[config.mk]
export PLATFORM = sky130hd
export DESIGN_NAME = imitator_sum
export DESIGN_NICKNAME = d
export VERILOG_FILES = /design/src/rtl/imitator_sum_pkg.sv /design/src/rtl/imi_add_tree.sv /design/src/rtl/imitator_sum.sv
export SDC_FILE = /design/constraint.sdc
export NUM_CORES = 1
export LEC_CHECK = 0
export CORE_MARGIN = 5
export CORE_UTILIZATION = 40
export DETAILED_ROUTE_END_ITERATION = 7
export PLACE_DENSITY = 0.56
export SYNTH_ARGS = -nofsm -noshare
export SYNTH_HDL_FRONTEND = slang
export SYNTH_SLANG_ARGS = --single-unit
[constraint.sdc]
create_clock -name clk -period 11.2 [get_ports clk]
set_input_delay 1.12 -clock clk [delete_from_list [all_inputs] [get_ports clk]]
set_output_delay 1.12 -clock clk [all_outputs]
set_load 0.005 [all_outputs]
[src/rtl/imitator_sum_pkg.sv]
// Shared widths, saturation limits and LFSR constants for the imitator channel combiner.
package imitator_sum_pkg;

  localparam logic [31:0] LFSR_POLY = 32'h8020_0003;  // x^32 + x^22 + x^2 + x + 1, right-shifting Galois form
  localparam logic [31:0] LFSR_SEED = 32'hACE1_0001;

  function automatic int sum_w(input int n_ch, input int in_w);
    return in_w + $clog2(n_ch);
  endfunction

  function automatic int sat_hi(input int w);
    return (1 << (w - 1)) - 1;
  endfunction

  function automatic int sat_lo(input int w);
    return -(1 << (w - 1));
  endfunction

  function automatic logic [31:0] lfsr_next(input logic [31:0] s);
    return s[0] ? ((s >> 1) ^ LFSR_POLY) : (s >> 1);
  endfunction

endpackage

[src/rtl/imi_add_tree.sv]
// Pipelined signed adder tree over N_CH packed inputs; one registered level per pairwise add.
// Latency $clog2(N_CH) cycles, one sum per clock, no stall path.
module imi_add_tree
  import imitator_sum_pkg::*;
#(
  parameter int N_CH     = 8,
  parameter int IN_WIDTH = 16
) (
  input  logic                               clk,
  input  logic                               resetn,
  input  logic [N_CH*IN_WIDTH-1:0]           din,
  output logic [sum_w(N_CH, IN_WIDTH)-1:0]   sum
);

  localparam int T     = $clog2(N_CH);
  localparam int SUM_W = sum_w(N_CH, IN_WIDTH);
  localparam int HALF  = (N_CH + 1) / 2;

  // One spare zero slot per level lets an odd leftover pass through as x + 0.
  logic signed [SUM_W-1:0] src    [T+1][N_CH+1];
  logic signed [SUM_W-1:0] node_d [T][N_CH+1];
  logic signed [SUM_W-1:0] node_q [T][N_CH+1];

  always_comb begin
    for (int k = 0; k <= N_CH; k++) begin
      src[0][k] = '0;
    end
    for (int k = 0; k < N_CH; k++) begin
      src[0][k] = SUM_W'($signed(din[k*IN_WIDTH +: IN_WIDTH]));
    end
    for (int l = 1; l <= T; l++) begin
      for (int k = 0; k <= N_CH; k++) begin
        src[l][k] = node_q[l-1][k];
      end
    end
  end

  always_comb begin
    for (int l = 0; l < T; l++) begin
      for (int k = 0; k <= N_CH; k++) begin
        node_d[l][k] = '0;
      end
      for (int k = 0; k < HALF; k++) begin
        node_d[l][k] = src[l][2*k] + src[l][2*k+1];
      end
    end
  end

  always_ff @(posedge clk or negedge resetn) begin
    if (!resetn) begin
      node_q <= '{default: '0};
    end else begin
      node_q <= node_d;
    end
  end

  assign sum = src[T][0];

endmodule

[src/rtl/imitator_sum.sv]
// Sums I/Q of N_CH channels, applies rounded power-of-two gain, saturates to DAC width, counts clips.
// Latency $clog2(N_CH)+3 cycles, 1 sample/clk; IMI_SUM_NOISE_EN adds LFSR noise before the gain.
module imitator_sum
  import imitator_sum_pkg::*;
#(
  parameter int N_CH      = 8,
  parameter int IN_WIDTH  = 16,
  parameter int OUT_WIDTH = 14,
  parameter int SHIFT_W   = 5,
  parameter int NOISE_W   = 12
) (
  input  logic                     clk,
  input  logic                     resetn,
  input  logic [N_CH-1:0]          ch_en,
  input  logic [N_CH*IN_WIDTH-1:0] i_in,
  input  logic [N_CH*IN_WIDTH-1:0] q_in,
  input  logic [SHIFT_W-1:0]       shift,
  input  logic                     noise_en,
  input  logic                     fix_pulse,
  output logic [OUT_WIDTH-1:0]     i_out,
  output logic [OUT_WIDTH-1:0]     q_out,
  output logic                     out_valid,
  output logic                     sat_flag,
  output logic [15:0]              sat_cnt
);

  localparam int T     = $clog2(N_CH);
  localparam int SUM_W = sum_w(N_CH, IN_WIDTH);
  localparam int RW    = SUM_W + 2;
  localparam int LAT   = T + 3;
  localparam int VC_W  = $clog2(LAT);
  localparam logic [VC_W-1:0]     V_LAST = VC_W'(LAT - 1);
  localparam logic signed [RW-1:0] HI_R  = RW'(sat_hi(OUT_WIDTH));
  localparam logic signed [RW-1:0] LO_R  = RW'(sat_lo(OUT_WIDTH));

  logic [N_CH*IN_WIDTH-1:0]  i_s0_d, i_s0_q, q_s0_d, q_s0_q;
  logic [SHIFT_W-1:0]        shift_pipe_d [T+1];
  logic [SHIFT_W-1:0]        shift_pipe_q [T+1];
  logic [SUM_W-1:0]          i_sum, q_sum;
  logic signed [NOISE_W-1:0] noise_i, noise_q;
  logic signed [RW-1:0]      i_rnd_d, i_rnd_q, q_rnd_d, q_rnd_q;
  logic [OUT_WIDTH:0]        i_sat, q_sat;
  logic [OUT_WIDTH-1:0]      i_out_d, i_out_q, q_out_d, q_out_q;
  logic                      sat_flag_d, sat_flag_q;
  logic [VC_W-1:0]           vcnt_d, vcnt_q;
  logic                      out_valid_d, out_valid_q;
  logic [15:0]               cnt_inc, cnt_d, cnt_q, sat_cnt_d, sat_cnt_q;

  // Round half up, then arithmetic shift; shifts past the sum width collapse to the sign.
  function automatic logic signed [RW-1:0] gain(input logic signed [SUM_W-1:0] s,
                                                input logic signed [NOISE_W-1:0] n,
                                                input logic [SHIFT_W-1:0] sh);
    logic signed [RW-1:0] v;
    v = RW'(s) + RW'(n);
    if (int'(sh) >= SUM_W) begin
      return v[RW-1] ? '1 : '0;
    end
    if (sh != '0) begin
      v = v + (RW'(1) << (sh - 1'b1));
    end
    return v >>> sh;
  endfunction

  // Returns {clipped, value}.
  function automatic logic [OUT_WIDTH:0] sat(input logic signed [RW-1:0] v);
    if (v > HI_R) begin
      return {1'b1, HI_R[OUT_WIDTH-1:0]};
    end
    if (v < LO_R) begin
      return {1'b1, LO_R[OUT_WIDTH-1:0]};
    end
    return {1'b0, v[OUT_WIDTH-1:0]};
  endfunction

  always_comb begin
    i_s0_d = '0;
    q_s0_d = '0;
    for (int k = 0; k < N_CH; k++) begin
      if (ch_en[k]) begin
        i_s0_d[k*IN_WIDTH +: IN_WIDTH] = i_in[k*IN_WIDTH +: IN_WIDTH];
        q_s0_d[k*IN_WIDTH +: IN_WIDTH] = q_in[k*IN_WIDTH +: IN_WIDTH];
      end
    end
    shift_pipe_d[0] = shift;
    for (int j = 1; j <= T; j++) begin
      shift_pipe_d[j] = shift_pipe_q[j-1];
    end
  end

  imi_add_tree #(.N_CH(N_CH), .IN_WIDTH(IN_WIDTH)) u_tree_i (
    .clk    (clk),
    .resetn (resetn),
    .din    (i_s0_q),
    .sum    (i_sum)
  );

  imi_add_tree #(.N_CH(N_CH), .IN_WIDTH(IN_WIDTH)) u_tree_q (
    .clk    (clk),
    .resetn (resetn),
    .din    (q_s0_q),
    .sum    (q_sum)
  );

`ifdef IMI_SUM_NOISE_EN
  logic [31:0]        lfsr_d, lfsr_q;
  logic               noise_en_s0_d, noise_en_s0_q;
  logic [NOISE_W-1:0] noise_pipe_d [T];
  logic [NOISE_W-1:0] noise_pipe_q [T];

  // Noise is picked alongside tree level 1 and delayed to meet the sums at the gain stage.
  always_comb begin
    lfsr_d          = lfsr_next(lfsr_q);
    noise_en_s0_d   = noise_en;
    noise_pipe_d[0] = noise_en_s0_q ? lfsr_q[NOISE_W-1:0] : '0;
    for (int j = 1; j < T; j++) begin
      noise_pipe_d[j] = noise_pipe_q[j-1];
    end
    noise_i = noise_pipe_q[T-1];
    noise_q = '0;
    for (int b = 0; b < NOISE_W; b++) begin
      noise_q[b] = noise_pipe_q[T-1][NOISE_W-1-b];
    end
  end

  always_ff @(posedge clk or negedge resetn) begin
    if (!resetn) begin
      lfsr_q        <= LFSR_SEED;
      noise_en_s0_q <= 1'b0;
      noise_pipe_q  <= '{default: '0};
    end else begin
      lfsr_q        <= lfsr_d;
      noise_en_s0_q <= noise_en_s0_d;
      noise_pipe_q  <= noise_pipe_d;
    end
  end
`else
  logic noise_en_unused;
  assign noise_en_unused = noise_en;
  assign noise_i = '0;
  assign noise_q = '0;
`endif

  always_comb begin
    i_rnd_d     = gain(signed'(i_sum), noise_i, shift_pipe_q[T]);
    q_rnd_d     = gain(signed'(q_sum), noise_q, shift_pipe_q[T]);
    i_sat       = sat(i_rnd_q);
    q_sat       = sat(q_rnd_q);
    i_out_d     = i_sat[OUT_WIDTH-1:0];
    q_out_d     = q_sat[OUT_WIDTH-1:0];
    sat_flag_d  = i_sat[OUT_WIDTH] | q_sat[OUT_WIDTH];
    vcnt_d      = (vcnt_q == V_LAST) ? vcnt_q : vcnt_q + 1'b1;
    out_valid_d = out_valid_q | (vcnt_q == V_LAST);
    // A hit in the fix_pulse cycle closes the old interval, not the new one.
    cnt_inc     = (sat_flag_q && cnt_q != 16'hFFFF) ? cnt_q + 16'd1 : cnt_q;
    cnt_d       = fix_pulse ? 16'd0 : cnt_inc;
    sat_cnt_d   = fix_pulse ? cnt_inc : sat_cnt_q;
  end

  always_ff @(posedge clk or negedge resetn) begin
    if (!resetn) begin
      i_s0_q       <= '0;
      q_s0_q       <= '0;
      shift_pipe_q <= '{default: '0};
      i_rnd_q      <= '0;
      q_rnd_q      <= '0;
      i_out_q      <= '0;
      q_out_q      <= '0;
      sat_flag_q   <= 1'b0;
      vcnt_q       <= '0;
      out_valid_q  <= 1'b0;
      cnt_q        <= '0;
      sat_cnt_q    <= '0;
    end else begin
      i_s0_q       <= i_s0_d;
      q_s0_q       <= q_s0_d;
      shift_pipe_q <= shift_pipe_d;
      i_rnd_q      <= i_rnd_d;
      q_rnd_q      <= q_rnd_d;
      i_out_q      <= i_out_d;
      q_out_q      <= q_out_d;
      sat_flag_q   <= sat_flag_d;
      vcnt_q       <= vcnt_d;
      out_valid_q  <= out_valid_d;
      cnt_q        <= cnt_d;
      sat_cnt_q    <= sat_cnt_d;
    end
  end

  assign i_out     = i_out_q;
  assign q_out     = q_out_q;
  assign out_valid = out_valid_q;
  assign sat_flag  = sat_flag_q;
  assign sat_cnt   = sat_cnt_q;

endmodule
==> results of run 1 <==
cells in the mapped netlist (all sizes together) (8+ instances only):
cell type,n,area (sq um)
mux4,8,180.2
buf,22,102.6
o211ai,13,97.59
inv,156,585.6
a211oi,21,162.6
dfrtp,633,15840
nor4,8,50.05
clkbuf,87,326.6
fa,14,280.3
o221ai,10,100.1
xor2,44,385.4
and3,29,181.4
o211a,16,160.2
o31a,20,183.9
mux2,13,150.1
nor2b,24,157.6
nand2b,41,256.5
o21ai,156,795.8
a21o,61,457.9
or3,43,269.0
nand2,190,713.2
nor2,297,1117
o22ai,15,93.84
mux2i,29,294.0
nand3,70,350.3
ha,271,3391
o21a,38,285.3
a311oi,18,157.7
a21boi,43,322.8
a22oi,11,82.58
o2111ai,16,140.1
xnor2,182,1613
and2,278,1739
nor3,78,390.4
a21oi,177,885.9
or2,9,56.30
nand4,11,68.82
o21bai,15,112.6
a31oi,25,171.4
nand3b,10,75.07
cell type report:
type	instances	area, sq um	area share (%)
clock buffers	98	2031	5.028
clock inverters	29	404.1	1.001
well taps	1080	1351	3.346
flip-flops and latches	633	15840	39.22
inverters	160	600.6	1.487
diodes	2	5.005	0.01239
repair buffers	335	3338	8.265
multi-input cells	2394	16820	41.64
state kept, by name (all words and copies together), names as in the netlist, 15 cells and up:
register	count
i_rnd_q	21
u_tree_i.node_q	106
q_s0_q	128
q_rnd_q	21
u_tree_q.node_q	106
u_tree_q.sum	19
cnt_q	16
i_s0_q	128
shift_pipe_d	15
u_tree_i.sum	19
sat_cnt	16
cell usage in the layout (no fill, tap or decap), types with 73 or more instances in the layout:
cell type and n:
sky130_fd_sc_hd__nor2_1 296, sky130_fd_sc_hd__and2_1 278, sky130_fd_sc_hd__o21ai_0 144, sky130_fd_sc_hd__xnor2_1 181, sky130_fd_sc_hd__nor3_1 77, sky130_fd_sc_hd__a21oi_1 177, sky130_fd_sc_hd__dfrtp_1 633, sky130_fd_sc_hd__ha_1 271
sky130_fd_sc_hd__nand2_1 189, sky130_fd_sc_hd__clkdlybuf4s50_1 316, sky130_fd_sc_hd__inv_1 154, sky130_fd_sc_hd__clkbuf_16 73
metal layers:
metal,vias up,share of wire (%),wire (um),GRT usage (%)
li1,12058,-,-,-
met1,11478,45,37190,24.25
met2,528,47,38430,29.53
met3,125,5.0,4084,3.365
met4,4,2.8,2318,5.320
met5,-,0.041,34,0
cells by family after synthesis:
| kind of cell | after synthesis |
|---|---|
| XOR/XNOR | 226 |
| buffers and inverters | 269 |
| multiplexers | 50 |
| AND/OR/NAND/NOR | 1105 |
| AO/OA/AOI/OAI | 726 |
| adder cells (fa/ha/maj) | 287 |
| flip-flops | 633 |
stage by stage:
stage	std cells	setup WS (ns)	instance area (sq um)	total power [mW]
4_1_cts	4729	5.206	40380	8.318
5_1_grt	4729	4.681	40380	8.768
3_5_place_dp	4602	5.246	37950	5.871
3_3_place_gp	4602	5.208	37950	5.863
2_1_floorplan	3296	6.666	33680	4.964
6_report	4731	5.072	40390	8.219
worst paths after layout:
kind                                        end  slack (ns)
max                                  i_rnd_q[2]        5.07
min                             shift_pipe_d[3]        0.34
max reg2reg                          i_rnd_q[2]        5.07
min reg2reg                     shift_pipe_d[3]        0.34
max in group asynchronous  u_tree_i.node_q[497]        8.66
min in group asynchronous              i_out[7]        0.47
report_power, final:
part | internal, mW | switching [mW]
Combinational | 1.28 | 1.53
Clock | 1.42 | 0.951
Sequential | 2.74 | 0.294
==> results.sh, run 1 <==
export IMPL_outcome="completed"
export IMPL_layout_worst_path_cycle_share_pct=54.71
export IMPL_route_antenna_remaining_nets=0
export IMPL_worst_setup_path_startpoint="shift_pipe_q[3]"
export IMPL_hold_depth=0
export IMPL_achievable_frequency_mhz=163.2
export IMPL_ordered_cell_list_for_the_critical_path="clkinv_1, nor2_1, nand2_1, nor2_1, ha_1, a21o_1, a21o_1, a21oi_1, nand3_1, a2111o_1, o211a_1, a21boi_0, mux2i_1, nor3b_1, o32ai_1"
export IMPL_start_kind="register"
export IMPL_final_hold_worst_slack_ns=0.3409
export IMPL_power_density_nw_per_um2=203.5
export IMPL_fin_crit_ns=6.128
export IMPL_arrival_ns=6.62
export IMPL_cp_num_buf_inv=1
export IMPL_n_fill_cell=7804
export IMPL_antenna_violations_before_repair=2
export IMPL_critical_path_class="reg2reg"
export IMPL_drcViolationCount=0
export IMPL_ys_warnings_count=0
export IMPL_yosysSeqAreaShare_pct=47.03
export IMPL_cts_tree="built"
export IMPL_worst_hold_path_type="reg2reg"
export IMPL_r2r_start="shift_pipe_q[3]"
export IMPL_globalRouteTotalUtil_pct=17.93
export IMPL_routabilityCongestion=0.8967
export IMPL_routedWlPerCell_um=17.34
export IMPL_post_synth_mux_area_share_pct=1.854
export IMPL_path_max_fanout=12
export IMPL_vias_per_cell=5.114
export IMPL_finalHoldViolCount=0
export IMPL_cts_hold_buffers_added=0
export IMPL_clk_latency_ns=0.62
export IMPL_worstPathRequired_ns=11.69
export IMPL_endpoint_type_of_the_worst_setup_path="register"
export IMPL_syn_num_nets=3854
export IMPL_holdCritStartpoint="shift_pipe_d[8]"
export IMPL_number_of_distinct_library_cell_variants_in_the_gate_level_netlist_after_synthesis=92
export IMPL_dr_total_vias=24193
export IMPL_start_util_pct=40.31
export IMPL_ios=319
export IMPL_post_cts_resized_instances=0
export IMPL_grt_setup_unrepaired="no"
export IMPL_max_cap_viol_count=0
export IMPL_buffer_ports_inserted=317
export IMPL_setup_violations=0
export IMPL_synth_fa_ha_area_share_pct=10.98
export IMPL_via_count_of_the_first_global_routing_pass=24457
export IMPL_worst_clock_skew_ns=0.01138
export IMPL_core_area_sq_um=83560
export IMPL_cts_buffer_depth=3
export IMPL_synth_ff_type="sky130_fd_sc_hd__dfrtp_1"
export IMPL_synth_edf_count=0
export IMPL_ys_ff_latch=633
export IMPL_grt_start_max_net_pins=165
export IMPL_numClockSinks=633
export IMPL_main_combinational_cell_family_by_area_after_synthesis="simple AND/OR/NAND/NOR gates"
export IMPL_cts_buffers_inserted=72
export IMPL_grt_pass1_wl_um=130300
export IMPL_drt_iter0_markers=1523
export IMPL_synth_simple_gate_area_share_pct=16.59
export IMPL_cts_htree_levels=3
export IMPL_synth_compound_area_share_pct=14.55
export IMPL_synthArstFlopShare_pct=100.0
export IMPL_worst_r2r_path_depth=15
export IMPL_drtPass1Iterations=5
export IMPL_synth_xor_area_share_pct=5.933
export IMPL_grt_remaining_overflow=0
export IMPL_netlist_instances=3296
export IMPL_synth_area_per_cell_sq_um=10.22
export IMPL_final_max_slew_viol_count=0
export IMPL_leakage_nw=18.53
export IMPL_drt_total_wl_um=82060
export IMPL_layout_cell_share_with_drive_strength_beyond_1_pct=5.317
export IMPL_worst_path_stages=15
export IMPL_totalNegativeSetupSlack_ns=0
export IMPL_cts_root_buffer_cell="sky130_fd_sc_hd__clkbuf_16"
export IMPL_floorplan_die_area_sq_um=90110
export IMPL_crit_slowest_cell="sky130_fd_sc_hd__nor2_1"
export IMPL_fin_util_pct=48.34
export IMPL_max_vdd_ir_drop_mv=0.1418
export IMPL_timing_worst_slew_pin_value_ns=1.147
export IMPL_floorplan_die_height_um=300.2
export IMPL_post_detail_place_hpwl_um=62190
export IMPL_crit_family="compound AO/OA/AOI/OAI gates"
export IMPL_syn2layout_area_growth_pct=19.92
export IMPL_path_clk_slew_ns=0.06
export IMPL_slew_limit_headroom_pct=23.32
export IMPL_slowest_delay_ns=0.80
export IMPL_cts_repair_timing_setup_buffer_count=0
export IMPL_die_w_um=300.2
export IMPL_final_nets=4154
export IMPL_core_rowCount=106
export IMPL_synth_area_sq_um=33680
Note: power is estimated with default switching activity, not from simulation.
==> run 2: changes to the inputs <==
PLACE_DENSITY = 0.58   (was 0.56)
clock period = 4.95 ns   (was 11.2 ns; I/O delays follow)
==> results.sh, run 2 (synthesized netlist as in run 1, its figures left out) <==
export IMPL_outcome="completed"
export IMPL_worst_r2r_path_depth=14
export IMPL_numClockSinks=633
export IMPL_worst_clock_skew_ns=0.03108
export IMPL_worst_setup_path_startpoint="shift_pipe_q[1]"
export IMPL_multiInputGateArea_sq_um=16820
export IMPL_met1Wirelength_um=37810
export IMPL_power_mw=19.29
export IMPL_achievable_frequency_mhz=219.9
export IMPL_path_max_fanout=15
export IMPL_hold_depth=1
export IMPL_layout_worst_path_cycle_share_pct=91.87
export IMPL_final_max_slew_viol_count=0
export IMPL_r2r_start="shift_pipe_q[1]"
export IMPL_endpoint_type_of_the_worst_setup_path="register"
export IMPL_fin_crit_ns=4.548
export IMPL_crit_family="compound AO/OA/AOI/OAI gates"
export IMPL_max_cap_viol_count=0
export IMPL_drtPass1Iterations=5
export IMPL_leakage_nw=19.09
export IMPL_post_detail_place_hpwl_um=63960
export IMPL_reg_largest_list="i_s0_q x128, q_s0_q x128"
export IMPL_routabilityCongestion=0.8854
export IMPL_ordered_cell_list_for_the_critical_path="nand2_1, nor3_1, ha_1, a21oi_1, o31ai_2, maj3_4, o221ai_2, a21o_1, nor2b_4, mux2_4, a211oi_2, inv_1, mux4_2, o221ai_2"
export IMPL_holdCritStartpoint="shift[1]"
export IMPL_stdcell_count=4827
export IMPL_arrival_ns=5.05
export IMPL_cpMostUsedCell="sky130_fd_sc_hd__o221ai_2"
export IMPL_drt_iter0_markers=1412
export IMPL_wl_met2_um=39070
export IMPL_path_clk_slew_ns=0.06
export IMPL_cp_num_buf_inv=1
export IMPL_cts_tree="built"
export IMPL_post_cts_resized_instances=0
export IMPL_die_w_um=300.2
export IMPL_core_rowCount=106
export IMPL_cts_root_buffer_cell="sky130_fd_sc_hd__clkbuf_16"
export IMPL_finalHoldViolCount=0
export IMPL_area_sequential_sq_um=15840
export IMPL_critical_path_class="reg2reg"
export IMPL_start_util_pct=40.31
export IMPL_fin_area_sq_um=41310
export IMPL_start_kind="register"
export IMPL_grt_setup_unrepaired="no"
export IMPL_most_common_layout_cells="sky130_fd_sc_hd__dfrtp_1 (633), sky130_fd_sc_hd__clkdlybuf4s50_1 (316), sky130_fd_sc_hd__nor2_1 (296)"
export IMPL_cell_count_post_placement=4694
export IMPL_detailroute_wirelength_met3_um=3693
export IMPL_setup_violations=0
export IMPL_worst_hold_path_type="in2reg"
export IMPL_syn2layout_area_growth_pct=22.66
export IMPL_worstPathRequired_ns=5.45
export IMPL_vias_per_cell=5.114
export IMPL_slew_limit_headroom_pct=21.97
export IMPL_worst_path_stages=14
export IMPL_n_fill_cell=7754
export IMPL_clk_latency_ns=0.63
export IMPL_final_nets=4248
export IMPL_max_vdd_ir_drop_mv=0.2751
export IMPL_setup_slack_at_placement_ns=0.4564
export IMPL_timing_worst_slew_pin_value_ns=1.167
export IMPL_route_top_layer_used="met5"
export IMPL_grt_start_max_net_pins=133
export IMPL_floorplan_die_area_sq_um=90110
export IMPL_via_count_of_the_first_global_routing_pass=24998
export IMPL_power_density_nw_per_um2=466.9
export IMPL_route_antenna_remaining_nets=0
export IMPL_final_common_cell="sky130_fd_sc_hd__dfrtp_1"
export IMPL_cts_repair_timing_setup_buffer_count=0
export IMPL_floorplan_die_height_um=300.2
export IMPL_grt_pass1_wl_um=133000
export IMPL_drt_total_wl_um=83220
export IMPL_globalRouteTotalUtil_pct=18.28
export IMPL_antenna_violations_before_repair=2
export IMPL_routedWlPerCell_um=17.24
export IMPL_crit_slowest_cell="sky130_fd_sc_hd__dfrtp_1"
export IMPL_detailed_place_area_sq_um=38670
export IMPL_totalNegativeSetupSlack_ns=0
export IMPL_ios=319
export IMPL_cts_buffer_depth=3
export IMPL_core_area_sq_um=83560
export IMPL_grt_remaining_overflow=0
export IMPL_drcViolationCount=0
export IMPL_layout_cell_share_with_drive_strength_beyond_1_pct=7.848
export IMPL_setup_ws_ns=0.4025
export IMPL_buffer_ports_inserted=317
export IMPL_cts_htree_levels=3
export IMPL_dr_total_vias=24685
export IMPL_cts_buffers_inserted=73
export IMPL_slowest_delay_ns=0.72
## run 2: cell count changes in the layout (fill, tap and decap cells not counted), sizes merged
| cell | change |
|---|---|
| buf | +92 |
| bufinv | +4 |
| inv | +4 |
| clkbuf | -2 |
| clkinv | -2 |
| diode | -1 |
| dlygate4sd3 | +1 |
## run 2: what timing repair did
action	in CTS	in global routing
hold endpoints to repair	66	0
hold buffers	1	0
setup endpoints to repair	0	0
## run 2: per-stage QoR
step                hold WS [ns]  util [%]
floorplan                 0.1994         -
global placement          0.3350     46.29
detailed placement        0.3358     46.29
CTS                       0.2706     49.44
global route              0.2883     49.44
finish                    0.3198     49.44
## run 2: cell type report
cell class	instances	area share [%]
clock inverter	35	1.330
clock buffer	96	5.025
sequential	633	38.34
inverter	160	1.454
tap	1080	3.271
timing repair buffer	428	9.867
antenna	1	0.006057
multi-input combinational	2394	40.71
## run 2: final timing paths
kind                                     to  slack (ns)
max                              q_rnd_q[5]        0.40
min                        shift_pipe_d[11]        0.32
max reg2reg                      q_rnd_q[5]        0.40
min reg2reg                 shift_pipe_d[2]        0.35
max in group asynchronous        sat_cnt[7]        3.31
min in group asynchronous          i_out[7]        0.46
## run 2: power breakdown
| part | switching (mW) | total (mW) | internal (mW) |
|---|---|---|---|
| Sequential | 0.653 | 6.85 | 6.19 |
| Combinational | 3.58 | 6.69 | 3.11 |
| Clock | 2.24 | 5.76 | 3.52 |
## run 2: routing by layer
layer	vias up	global-route usage, %
li1	12253	-
met1	11723	24.94
met2	574	30.22
met3	133	2.693
met4	2	5.840
met5	-	0
